`src/rtl/arbitro_de_acesso.sv`:
```
// Two-user priority arbiter: the winner holds Grant for TEMPO cycles, then a queued loser is served with no idle gap.
// Latency: one cycle from request to Grant; requests are ignored while serving, so a busy arbiter simply does not sample them.
module arbitro_de_acesso #(
    parameter int TEMPO = 4
) (
    input  logic       Clock,
    input  logic       Reset,
    input  logic [2:0] User0,
    input  logic [2:0] User1,
    output logic [1:0] Grant,
    output logic [2:0] CodigoAtivo,
    output logic [2:0] CodigoPendente,
    output logic       Ocupado,
    output logic       Erro
);

    typedef enum logic {
        IDLE  = 1'b0,
        SERVE = 1'b1
    } state_t;

    localparam logic [3:0] RELOAD = 4'(TEMPO - 1);

    state_t     state;
    state_t     state_nxt;
    logic [3:0] cnt;
    logic [3:0] cnt_nxt;
    logic       pend;
    logic       pend_nxt;
    logic [1:0] grant_nxt;
    logic [2:0] ativo_nxt;
    logic [2:0] pend_cod_nxt;
    logic       erro_nxt;

    logic [2:0] rank0;
    logic [2:0] rank1;
    logic       inv0;
    logic       inv1;
    logic       win1;
    logic [2:0] loser_code;
    logic [2:0] loser_rank;

    // Higher rank wins; rank 0 covers both "no request" and invalid codes.
    function automatic logic [2:0] rank_of(input logic [2:0] code);
        case (code)
            3'b101:  rank_of = 3'd4;
            3'b011:  rank_of = 3'd3;
            3'b001:  rank_of = 3'd2;
            3'b110:  rank_of = 3'd1;
            default: rank_of = 3'd0;
        endcase
    endfunction

    function automatic logic is_invalid(input logic [2:0] code);
        is_invalid = (code == 3'b010) || (code == 3'b100) || (code == 3'b111);
    endfunction

    always_comb begin
        rank0      = rank_of(User0);
        rank1      = rank_of(User1);
        inv0       = is_invalid(User0);
        inv1       = is_invalid(User1);
        win1       = (rank1 > rank0);
        loser_code = win1 ? User0 : User1;
        loser_rank = win1 ? rank0 : rank1;
    end

    always_comb begin
        state_nxt    = state;
        cnt_nxt      = cnt;
        pend_nxt     = pend;
        grant_nxt    = Grant;
        ativo_nxt    = CodigoAtivo;
        pend_cod_nxt = CodigoPendente;
        erro_nxt     = 1'b0;

        case (state)
            IDLE: begin
                erro_nxt     = inv0 | inv1;
                cnt_nxt      = 4'd0;
                pend_nxt     = 1'b0;
                grant_nxt    = 2'b00;
                ativo_nxt    = 3'b000;
                pend_cod_nxt = 3'b000;
                if ((rank0 != 3'd0) || (rank1 != 3'd0)) begin
                    state_nxt = SERVE;
                    cnt_nxt   = RELOAD;
                    grant_nxt = win1 ? 2'b10 : 2'b01;
                    ativo_nxt = win1 ? User1 : User0;
                    if (loser_rank != 3'd0) begin
                        pend_nxt     = 1'b1;
                        pend_cod_nxt = loser_code;
                    end
                end
            end

            SERVE: begin
                if (cnt != 4'd0) begin
                    cnt_nxt = cnt - 4'd1;
                end else if (pend) begin
                    // Hand over to the queued user even if it has since withdrawn.
                    grant_nxt    = {Grant[0], Grant[1]};
                    ativo_nxt    = CodigoPendente;
                    pend_cod_nxt = 3'b000;
                    pend_nxt     = 1'b0;
                    cnt_nxt      = RELOAD;
                end else begin
                    state_nxt = IDLE;
                    grant_nxt = 2'b00;
                    ativo_nxt = 3'b000;
                end
            end

            default: begin
                state_nxt = IDLE;
            end
        endcase
    end

    always_ff @(posedge Clock or posedge Reset) begin
        if (Reset) begin
            state          <= IDLE;
            cnt            <= 4'd0;
            pend           <= 1'b0;
            Grant          <= 2'b00;
            CodigoAtivo    <= 3'b000;
            CodigoPendente <= 3'b000;
            Erro           <= 1'b0;
        end else begin
            state          <= state_nxt;
            cnt            <= cnt_nxt;
            pend           <= pend_nxt;
            Grant          <= grant_nxt;
            CodigoAtivo    <= ativo_nxt;
            CodigoPendente <= pend_cod_nxt;
            Erro           <= erro_nxt;
        end
    end

    assign Ocupado = (state == SERVE);

endmodule

```
`config.mk`:
```
export PLATFORM = sky130hd
export DESIGN_NAME = arbitro_de_acesso
export DESIGN_NICKNAME = d
export VERILOG_FILES = /design/src/rtl/arbitro_de_acesso.sv
export SDC_FILE = /design/constraint.sdc
export NUM_CORES = 1
export LEC_CHECK = 0
export ABC_CLOCK_PERIOD_IN_PS = 3200
export CORE_ASPECT_RATIO = 1.2
export CORE_MARGIN = 4
export CORE_UTILIZATION = 31
export CTS_CLUSTER_DIAMETER = 80
export CTS_CLUSTER_SIZE = 30
export DETAILED_ROUTE_END_ITERATION = 16
export PLACE_DENSITY = 0.48
export SETUP_SLACK_MARGIN = 0.15
export SLEW_MARGIN = 10
export SYNTH_ARGS = -nofsm -noshare
export SYNTH_HDL_FRONTEND = slang
export SYNTH_SLANG_ARGS = --single-unit
```
`constraint.sdc`:
```
create_clock -name Clock -period 3.2 [get_ports Clock]
set_clock_uncertainty 0.15 [all_clocks]
set_input_delay 0.48 -clock Clock [delete_from_list [all_inputs] [get_ports Clock]]
set_output_delay 0.48 -clock Clock [all_outputs]
set_load 0.005 [all_outputs]
```
# [Yosys cells after proc, flatten, opt, wreduce, memory -nomap -nowiden]
# Cells that the tools add are included.
# W data, S select, Z words.
[classes] magnitude_cmp=1 mux=32 n_mul=0 n_bitwise=2 shifts=0 n_addsub=1 n_div=0 eq_ne=17 reduce_logical=10
[op_table] op="$mux W3" n=10
[op_table] op="$eq A3 B3 Y1 const B" n=8
[op_table] op="$pmux W3 S4" n=2
[op_table] op="$eq A3 B2 Y1 const B" n=4
[op_table] op="$pmux W3 S2" n=2
[op_table] op="$mux W2" n=5
[op_table] op="$reduce_bool A3 Y1" n=3
[op_table] op="$mux W4" n=2
[op_table] op="$pmux W4 S2" n=1
[op_table] op="$mux W1" n=7
[op_table] op="$eq A3 B1 Y1 const B" n=2
[op_table] op="$logic_or A1 B1 Y1" n=5
[op_table] op="$pmux W1 S2" n=2
[op_table] op="$pmux W2 S2" n=1
[op_table] op="$reduce_bool A4 Y1" n=1
[op_table] op="$sub A4 B1 Y4 const B" n=1
[op_table] op="$gt A3 B3 Y1" n=1
[op_table] op="$ne A3 B1 Y1 const B" n=1
[op_table] op="$ne A2 B1 Y1 const B" n=1
[op_table] op="$ne A2 B2 Y1 const B" n=1
[op_table] op="$reduce_and A2 Y1" n=1
[op_table] op="$not A1 Y1" n=1
[op_table] op="$or A1 B1 Y1" n=1
[totals] in_bits=8 reg_bits=15 rom_bits=0 mem_count=0 latch_bits=0 ram_bits=0 elab_cells=70

# [Logic depth before layout (Yosys ltp)]
# Gate-level depths: netlist of run 1.
[logic_depth] depth_word=8 depth_mapped=10 mapped_depth_nobuf=8

# [Worst setup path after synthesis of run 1]
# Ideal clock, no wire load.
[synth_timing] path_type="input to register" start="in User0[2]" end="reg pend" arrival_ps=1945 stages=7 slack_ps=979 required_ps=2924 cell_sequence="buf_2 -> nand2b_1 -> ha_1 -> a211oi_1 -> a311oi_2 -> buf_6 -> a221o_1"
[synth_via] elab_chain_len=8
[synth_rtl] element="start, declared" line="8" rtl="input logic [2:0] User0,"
[synth_rtl] element="$eq A3 B3 Y1, or another cell as far along" line="45" rtl="case (code)"
[synth_rtl] element="$pmux W3 S4 *" line="45"
[synth_rtl] element="$gt A3 B3 Y1" line="63" rtl="win1 = (rank1 > rank0);"
[synth_rtl] element="$mux W3" line="65" rtl="loser_rank = win1 ? rank0 : rank1;"
[synth_rtl] element="$reduce_bool A3 Y1" line="90" rtl="if (loser_rank != 3'd0) begin"
[synth_rtl] element="$mux W1" line="90"
[synth_rtl] element="$mux W1 *" line="85" rtl="if ((rank0 != 3'd0) || (rank1 != 3'd0)) begin"
[synth_rtl] element="$pmux W1 S2 *" line="77" rtl="case (state)"
[synth_rtl] element="end signal, assigned" line="132" rtl="pend <= pend_nxt;"
[synth_rtl] element="end, declared" line="28" rtl="logic pend;"
# Mark *: on every way between the ends. The rest lies on a longest branch, timed or not.
# A chain may end at the register's enable or synchronous reset.

# [Worst setup path in the final report of run 1]
# Same ends and word-level chain as after synthesis.

==> out/results.tsv, run 1 <==
stage	metric	value	unit
run_status	status	finished, final reports clean	
finish	Final nets	137	
power	Tot Pwr	0.000991	W
finish	area grow syn2layout	19.7	%
detailed_routing	final wirelength	2220	um
worst_setup_path	worst-path cell chain	clkdlybuf4s50_1 > nand2b_1 > a21boi_0 > ha_1 > a311oi_2 > buf_4 > nor2b_1 > a221o_1	
logic_synthesis	Syn Area/Cell	9.37	um2
timing	final hold slack	0.358	ns
logic_synthesis	Gate Count Post-Synth	107	
worst_setup_path	WP data required	3.22	ns
floorplan	# IOs	18	
logic_synthesis	top cell type's share of synthesized area	37.5	%
floorplan	Initial Util	32.5	%
detailed_routing	via count	817	
worst_setup_path	Setup crit start kind	input port	
placed_design	HPWL Detailed	1710	um
clock_network	cts hold-fix bufs	0	
clock_network	total CTS buffers	3	
placed_design	Port Buffers	17	
global_routing	first-pass GRT wire length	3810	um
timing	Tmin final	2.63	ns
logic_synthesis	Synth area leader	dfrtp_1	
finish	antenna cells	0	
logic_synthesis	FFs w/ async S/R, synth	100	%
clock_network	htree depth	1	
timing	RSZ-0062 raised after global routing	false	
clock_network	Resized Gates After CTS	0	
global_routing	initial antenna violation count	0	
power	VDD IR max	345	uV
floorplan	Die Area	4210	um2
timing	Setup violations, final	0	
placed_design	gpl congestion	0.737	
detailed_routing	DRC viols	0	
placed_design	Cell Area, Placed	1170	um2
global_routing	grt total ovfl	0	
worst_setup_path	crit path DAT	2.65	ns
floorplan	core area	3080	um2
global_routing	vias in the first global route	821	
detailed_routing	average routed wire per standard cell	13.9	um
worst_setup_path	Setup CP Type	in -> reg	
clock_network	post-CTS setup buffers	0	
clock_network	Worst-path clk slew	0.09	ns
global_routing	Overall Global Routing Usage	11.9	%
timing	slew margin rel.	61.0	%
logic_synthesis	Post-synth EDFFs	0	
logic_synthesis	Top FF cell, synth	dfrtp_1	
worst_setup_path	Critical Path End Type	flip-flop	
logic_synthesis	most frequent cells after synthesis	dfrtp_1 (15), nor2_1 (11), nand2_1 (10)	
clock_network	clock root cell	clkbuf_4	
worst_setup_path	slowest cell on the critical path	clkdlybuf4s50_1	
worst_setup_path	slowest stage delay, CP	0.59	ns
detailed_routing	TritonRoute pass-1 iters	4	
global_routing	largest net degree at the start of global routing	16	
floorplan	num rows	22	
detailed_routing	DRT antenna net count	0	
detailed_routing	Iter 0 DRT Violations	8	
floorplan	Die W	59.9	um
timing	Setup Total Neg Slack	0	ns
worst_setup_path	Max Fanout on Critical Path	11	
timing	Slew @ Worst Pin	0.585	ns
power	static leakage	0.501	nW
logic_synthesis	Mapped Nets	120	
logic_synthesis	Seq/Total Area, Yosys	37.5	%
clock_network	later-pin clock latency in the skew report	0.27	ns
timing	Final Hold Fails	0	
timing	Pins Over Slew Limit	0	
floorplan	Die Height	70.3	um
logic_synthesis	most common cell in the synthesized netlist	dfrtp_1	
logic_synthesis	Synth area leaders	dfrtp_1 (37%), ha_1 (6.2%), nor2_1 (4.1%), nand2_1 (3.7%), mux2i_1 (3.0%)	
timing	f_max	380	MHz
finish	cell area after layout	1200	um2
clock_network	maximum clock insertion buffer count	2	
finish	layout cell share with drive strength beyond 1	10.6	%
logic_synthesis	Ys Warns	0	
logic_synthesis	Yosys cell types	37	
logic_synthesis	Seq cells post-synth	15	
hold_path	Hold Crit Class	reg -> reg	
detailed_routing	via density per instance	5.14	
worst_setup_path	delay-heaviest family, CP	buffers and inverters	
worst_setup_path	CP Buf/Inv Count	2	
logic_synthesis	Post-Syn Area	1000	um2
clock_network	CTS Sinks	15	
clock_network	TritonCTS clock tree	done	
power	PwrDens	826	nW/um2
timing	fin crit share	82.2	%
job	max-cap check violation count	0	
[layout by cell type, fill, tap and decap left out, drive strengths merged]
| cell | n |
|---|---|
| a221o | 1 |
| nand3b | 3 |
| clkdlybuf4s50 | 17 |
| o22a | 1 |
| inv | 5 |
| o21a | 1 |
| nand2 | 10 |
| a311oi | 1 |
| nor3b | 1 |
| mux2 | 1 |
| and2 | 1 |
| a211oi | 1 |
| xnor2 | 3 |
| ha | 5 |
| a21boi | 1 |
| buf | 1 |
| nand2b | 3 |
| o21ai | 6 |
| nand3 | 5 |
| a21bo | 2 |
| nor2b | 2 |
| a22o | 2 |
| clkbuf | 4 |
| mux2i | 3 |
| dfrtp | 15 |
| nor2 | 11 |
| xor2 | 1 |
| or3b | 1 |
| nor3 | 1 |
| nand4 | 1 |
| a31oi | 3 |
| a21oi | 7 |
| o211ai | 2 |
| and3 | 1 |
[report_power, final]
part | total (W) | switching (W) | internal, W | leakage (nW)
registers | 0.000377 | 0.0000988 | 0.000278 | 0.184
logic | 0.000504 | 0.000229 | 0.000276 | 0.302
clock network | 0.000109 | 0.0000610 | 0.0000483 | 0.0150
[logic make-up after synthesis]
group,Yosys count,synth area share (%)
simple gates,40,20.2
mux,4,4.12
fa+ha+maj,5,6.24
flops,15,37.5
buf+inv,11,6.99
compound gates,28,21.5
xor+xnor,4,3.50
[sequential cells by signal (all words and copies together) (netlist names)]
| register | cells |
|---|---|
| CodigoAtivo | 3 |
| CodigoPendente | 3 |
| Erro | 1 |
| Grant | 2 |
| Ocupado | 1 |
| cnt | 4 |
| pend | 1 |
[final timing paths]
kind | start | end | slack, ns | cells after the start
max in group asynchronous | Reset | cnt[0]$_DFFE_PP0P_ | 2.11 | 2
worst max-delay path | User0[2] | pend$_DFFE_PP0N_ | 0.57 | 8
worst min-delay path | CodigoAtivo[1]$_DFFE_PP0N_ | CodigoAtivo[1]$_DFFE_PP0N_ | 0.36 | 2
worst max register to register | cnt[0]$_DFFE_PP0P_ | Grant[0]$_DFFE_PP0N_ | 1.39 | 7
min in group asynchronous | Reset | Grant[0]$_DFFE_PP0N_ | 0.40 | 2
worst min register to register | CodigoAtivo[1]$_DFFE_PP0N_ | CodigoAtivo[1]$_DFFE_PP0N_ | 0.36 | 2
[layout make-up]
cell class                 count  area [um2]
timing repair buffer          18         178
multi-input combinational     81         557
fill                         311        1880
sequential                    15         375
inverter                       5        18.8
tap                           36        45.0
clock buffer                   4        26.3
[per-stage QoR]
stage | worst slack [ns] | instances | util (%)
final | 0.571 | 159 | 38.9
after floorplan | 0.979 | 107 | -
after global placement | 0.321 | 155 | 38.1
after CTS | 0.583 | 159 | 38.9
after detailed placement | 0.277 | 155 | 38.1
after global routing | 0.364 | 159 | 38.9
[tightest hold or removal path, cell delays in order (launching register included)]
cell and delay [ns]:
dfrtp_1 0.35, a21oi_1 0.06, o21ai_1 0.06
[layer usage]
| metal | up-vias | part of all wire [%] | track usage (%) |
|---|---|---|---|
| met1 | 396 | 47 | 15.4 |
| li1 | 406 | - | - |
| met4 | 0 | 1.5 | 5.42 |
| met3 | 2 | 3.0 | 1.11 |
| met5 | - | 0 | 0 |
| met2 | 13 | 48 | 19.4 |
No activity file was read; power rests on OpenSTA's default activity.
==> inputs of run 2 (changes only) <==
Settings changed: ABC_CLOCK_PERIOD_IN_PS 3200 to 2500.
Clock period 3.2 ns to 2.5 ns, I/O delays scaled along.
==> run 2 against run 1 <==
Via count rose by 3.5%. Worst hold slack got worse by 0.059 ns. Cell area rose by 7.4%. Critical path depth rose by 1. Count of clock-buffer cells in the layout did not move. Sequential share of layout area fell by 2.2 points. Largest power group unchanged.
==> out/results.tsv, run 2 (same netlist as run 1, synthesis figures left out) <==
stage	metric	value	unit	change
run_status	status	finished, final reports clean		unchanged
global_routing	grt total ovfl	0		unchanged
clock_network	Worst-path clk slew	0.09	ns	about the same
clock_network	TritonCTS clock tree	done		unchanged
detailed_routing	Met3 Wirelength	60	um	was 67 um
finish	Final Util	41.8	%	was 38.9%
finish	Largest Register	cnt		unchanged
clock_network	post-CTS setup buffers	0		unchanged
worst_setup_path	FF-to-FF End	Grant[0]$_DFFE_PP0N_		unchanged
worst_setup_path	Setup CP Type	in -> reg		unchanged
timing	fin crit share	90.2	%	
clock_network	later-pin clock latency in the skew report	0.28	ns	was 0.27 ns
floorplan	Initial Util	32.5	%	unchanged
global_routing	largest net degree at the start of global routing	16		unchanged
timing	Tmin final	2.25	ns	
worst_setup_path	Setup crit start kind	input port		unchanged
power	VDD IR max	472	uV	was 345 uV
floorplan	num rows	22		unchanged
detailed_routing	via density per instance	5.01		was 5.14
detailed_routing	TritonRoute pass-1 iters	4		unchanged
detailed_routing	WL met1	1080	um	was 1040 um
timing	Final Hold Fails	0		unchanged
global_routing	vias in the first global route	846		was 821
power	Tot Pwr	0.00130	W	was 0.000991 W
floorplan	core area	3080	um2	unchanged
worst_setup_path	r2r setup slk	0.70	ns	was 1.39 ns
detailed_routing	final wirelength	2330	um	was 2220 um
placed_design	HPWL Detailed	1840	um	was 1710 um
worst_setup_path	delay-heaviest family, CP	buffers and inverters		unchanged
clock_network	cts hold-fix bufs	0		unchanged
worst_setup_path	Worst R2R Start	cnt[0]$_DFFE_PP0P_		unchanged
detailed_routing	Iter 0 DRT Violations	15		was 8
global_routing	Overall Global Routing Usage	12.4	%	was 11.9%
worst_setup_path	FF-to-FF path depth	7		unchanged
global_routing	first-pass GRT wire length	4000	um	was 3810 um
job	max-cap check violation count	0		unchanged
worst_setup_path	worst-path cell chain	clkdlybuf4s50_1 > inv_1 > and3_1 > ha_1 > nor2_1 > a311oi_2 > buf_4 > mux2i_1 > o21ai_1		was clkdlybuf4s50_1 > nand2b_1 > a21boi_0 > ha_1 > a311oi_2 > buf_4 > nor2b_1 > a221o_1
power	PwrDens	1010	nW/um2	was 826 nW/um2
worst_setup_path	WP data required	2.51	ns	was 3.22 ns
detailed_routing	DRT antenna net count	0		unchanged
detailed_routing	via count	846		was 817
finish	Regs by FF count	cnt x4, CodigoAtivo x3, CodigoPendente x3		unchanged
finish	most frequent cells in the layout	dfrtp_1 (15), clkdlybuf4s50_1 (12), nor2_1 (11), buf_4 (11), nand2_1 (10)		was clkdlybuf4s50_1 (17), dfrtp_1 (15), nor2_1 (11)
worst_setup_path	crit path DAT	2.26	ns	was 2.65 ns
detailed_routing	average routed wire per standard cell	13.8	um	was 13.9 um
timing	final setup margin	0.246	ns	was 0.571 ns
worst_setup_path	Critical Path End Type	flip-flop		unchanged
worst_setup_path	slowest cell on the critical path	clkdlybuf4s50_1		unchanged
finish	layout cell share with drive strength beyond 1	18.0	%	was 10.6%
timing	slew margin rel.	60.2	%	was 61.0%
power	static leakage	0.589	nW	was 0.501 nW
worst_setup_path	CP Buf/Inv Count	3		was 2
detailed_routing	DRC viols	0		unchanged
floorplan	# IOs	18		unchanged
worst_setup_path	Max Fanout on Critical Path	8		was 11
detailed_routing	routed wl met2	1160	um	was 1070 um
global_routing	initial antenna violation count	0		unchanged
placed_design	pre-CTS WS	-0.175	ns	was 0.277 ns
floorplan	Die W	59.9	um	unchanged
clock_network	total CTS buffers	3		unchanged
detailed_routing	top routing layer in use	met4		unchanged
timing	f_max	444	MHz	
placed_design	Port Buffers	17		unchanged
clock_network	htree depth	1		unchanged
clock_network	maximum clock insertion buffer count	2		unchanged
finish	Largest register FFs	4		unchanged
finish	commonest non-fill, non-tap cell in the layout	dfrtp_1		was clkdlybuf4s50_1
worst_setup_path	Stages on worst setup path	9		was 8
hold_path	Hold Crit Class	in -> async		was reg -> reg
finish	area grow syn2layout	28.6	%	was 19.7%
timing	Setup violations, final	0		unchanged
clock_network	clock root cell	clkbuf_4		unchanged
floorplan	Die Area	4210	um2	unchanged
placed_design	gpl congestion	0.724		was 0.737
finish	Filler cells	298		was 311
floorplan	Die Height	70.3	um	unchanged
timing	Pins Over Slew Limit	0		unchanged
finish	antenna cells	0		unchanged
worst_setup_path	slowest stage delay, CP	0.47	ns	was 0.59 ns
timing	Slew @ Worst Pin	0.596	ns	was 0.585 ns
finish	Final nets	147		was 137
clock_network	CTS Sinks	15		unchanged
timing	RSZ-0062 raised after global routing	false		unchanged
run 2: changes by cell type in the layout (fill, tap and decap cells not counted), sizes merged:
cell,previous run,this run
buf,1,11
clkdlybuf4s50,17,12
dlymetal6s2s,0,4
dlygate4sd2,0,1
run 2: worst reg2reg max path, stage by stage, from the launching register on:
cell and delay, ns:
dfrtp_1 0.42, inv_1 0.09, ha_1 0.13, or3b_4 0.38
and2_4 0.21, a31oi_4 0.14, o21ai_1 0.08, o21a_1 0.11
run 2: repair_timing:
| action | CTS | global route |
|---|---|---|
| gates resized for setup | 1 | 6 |
| pin swaps | 0 | 2 |
| endpoints found under the setup margin | 1 | 7 |
run 2: per-layer routing:
| layer | GRT usage (%) | up-vias |
|---|---|---|
| met3 | 1.11 | 2 |
| met1 | 16.1 | 400 |
| met2 | 19.7 | 16 |
| met4 | 6.65 | 0 |
| li1 | - | 428 |
| met5 | 0 | - |
run 2: worst max-delay path by stage:
stage	from	endpoint	slack [ns]
2_1_floorplan	User0[2]	pend$_DFFE_PP0N_	0.38
3_3_place_gp	User0[2]	pend$_DFFE_PP0N_	-0.13
3_5_place_dp	User0[2]	CodigoAtivo[0]$_DFFE_PP0N_	-0.17
4_1_cts	User1[2]	CodigoAtivo[0]$_DFFE_PP0N_	0.18
5_1_grt	User1[1]	CodigoAtivo[0]$_DFFE_PP0N_	0.16
6_report	User1[1]	CodigoAtivo[0]$_DFFE_PP0N_	0.25
run 2: area by class of cell:
class / instances / area [um2] / share of cell area, %
clock buffers: 4 / 26.3 / 2.04
inverters: 5 / 18.8 / 1.46
multi-input cells: 81 / 562 / 43.6
well taps: 36 / 45.0 / 3.50
flip-flops and latches: 15 / 375 / 29.1
repair buffers: 28 / 262 / 20.3
run 2: power breakdown:
part	internal [W]	switching (W)	total, W	leakage, nW
logic	0.000376	0.000338	0.000714	0.389
registers	0.000357	0.0000917	0.000449	0.184
clock network	0.0000619	0.0000795	0.000141	0.0150
run 2: stage by stage:
step           area, um2  TNS (ns)  hold WS [ns]  cells
2_1_floorplan       1000         0         0.126    107
3_3_place_gp        1250    -0.662         0.333    165
3_5_place_dp        1250    -0.923         0.349    165
4_1_cts             1270         0         0.330    169
5_1_grt             1290         0         0.369    169
6_report            1290         0         0.299    169
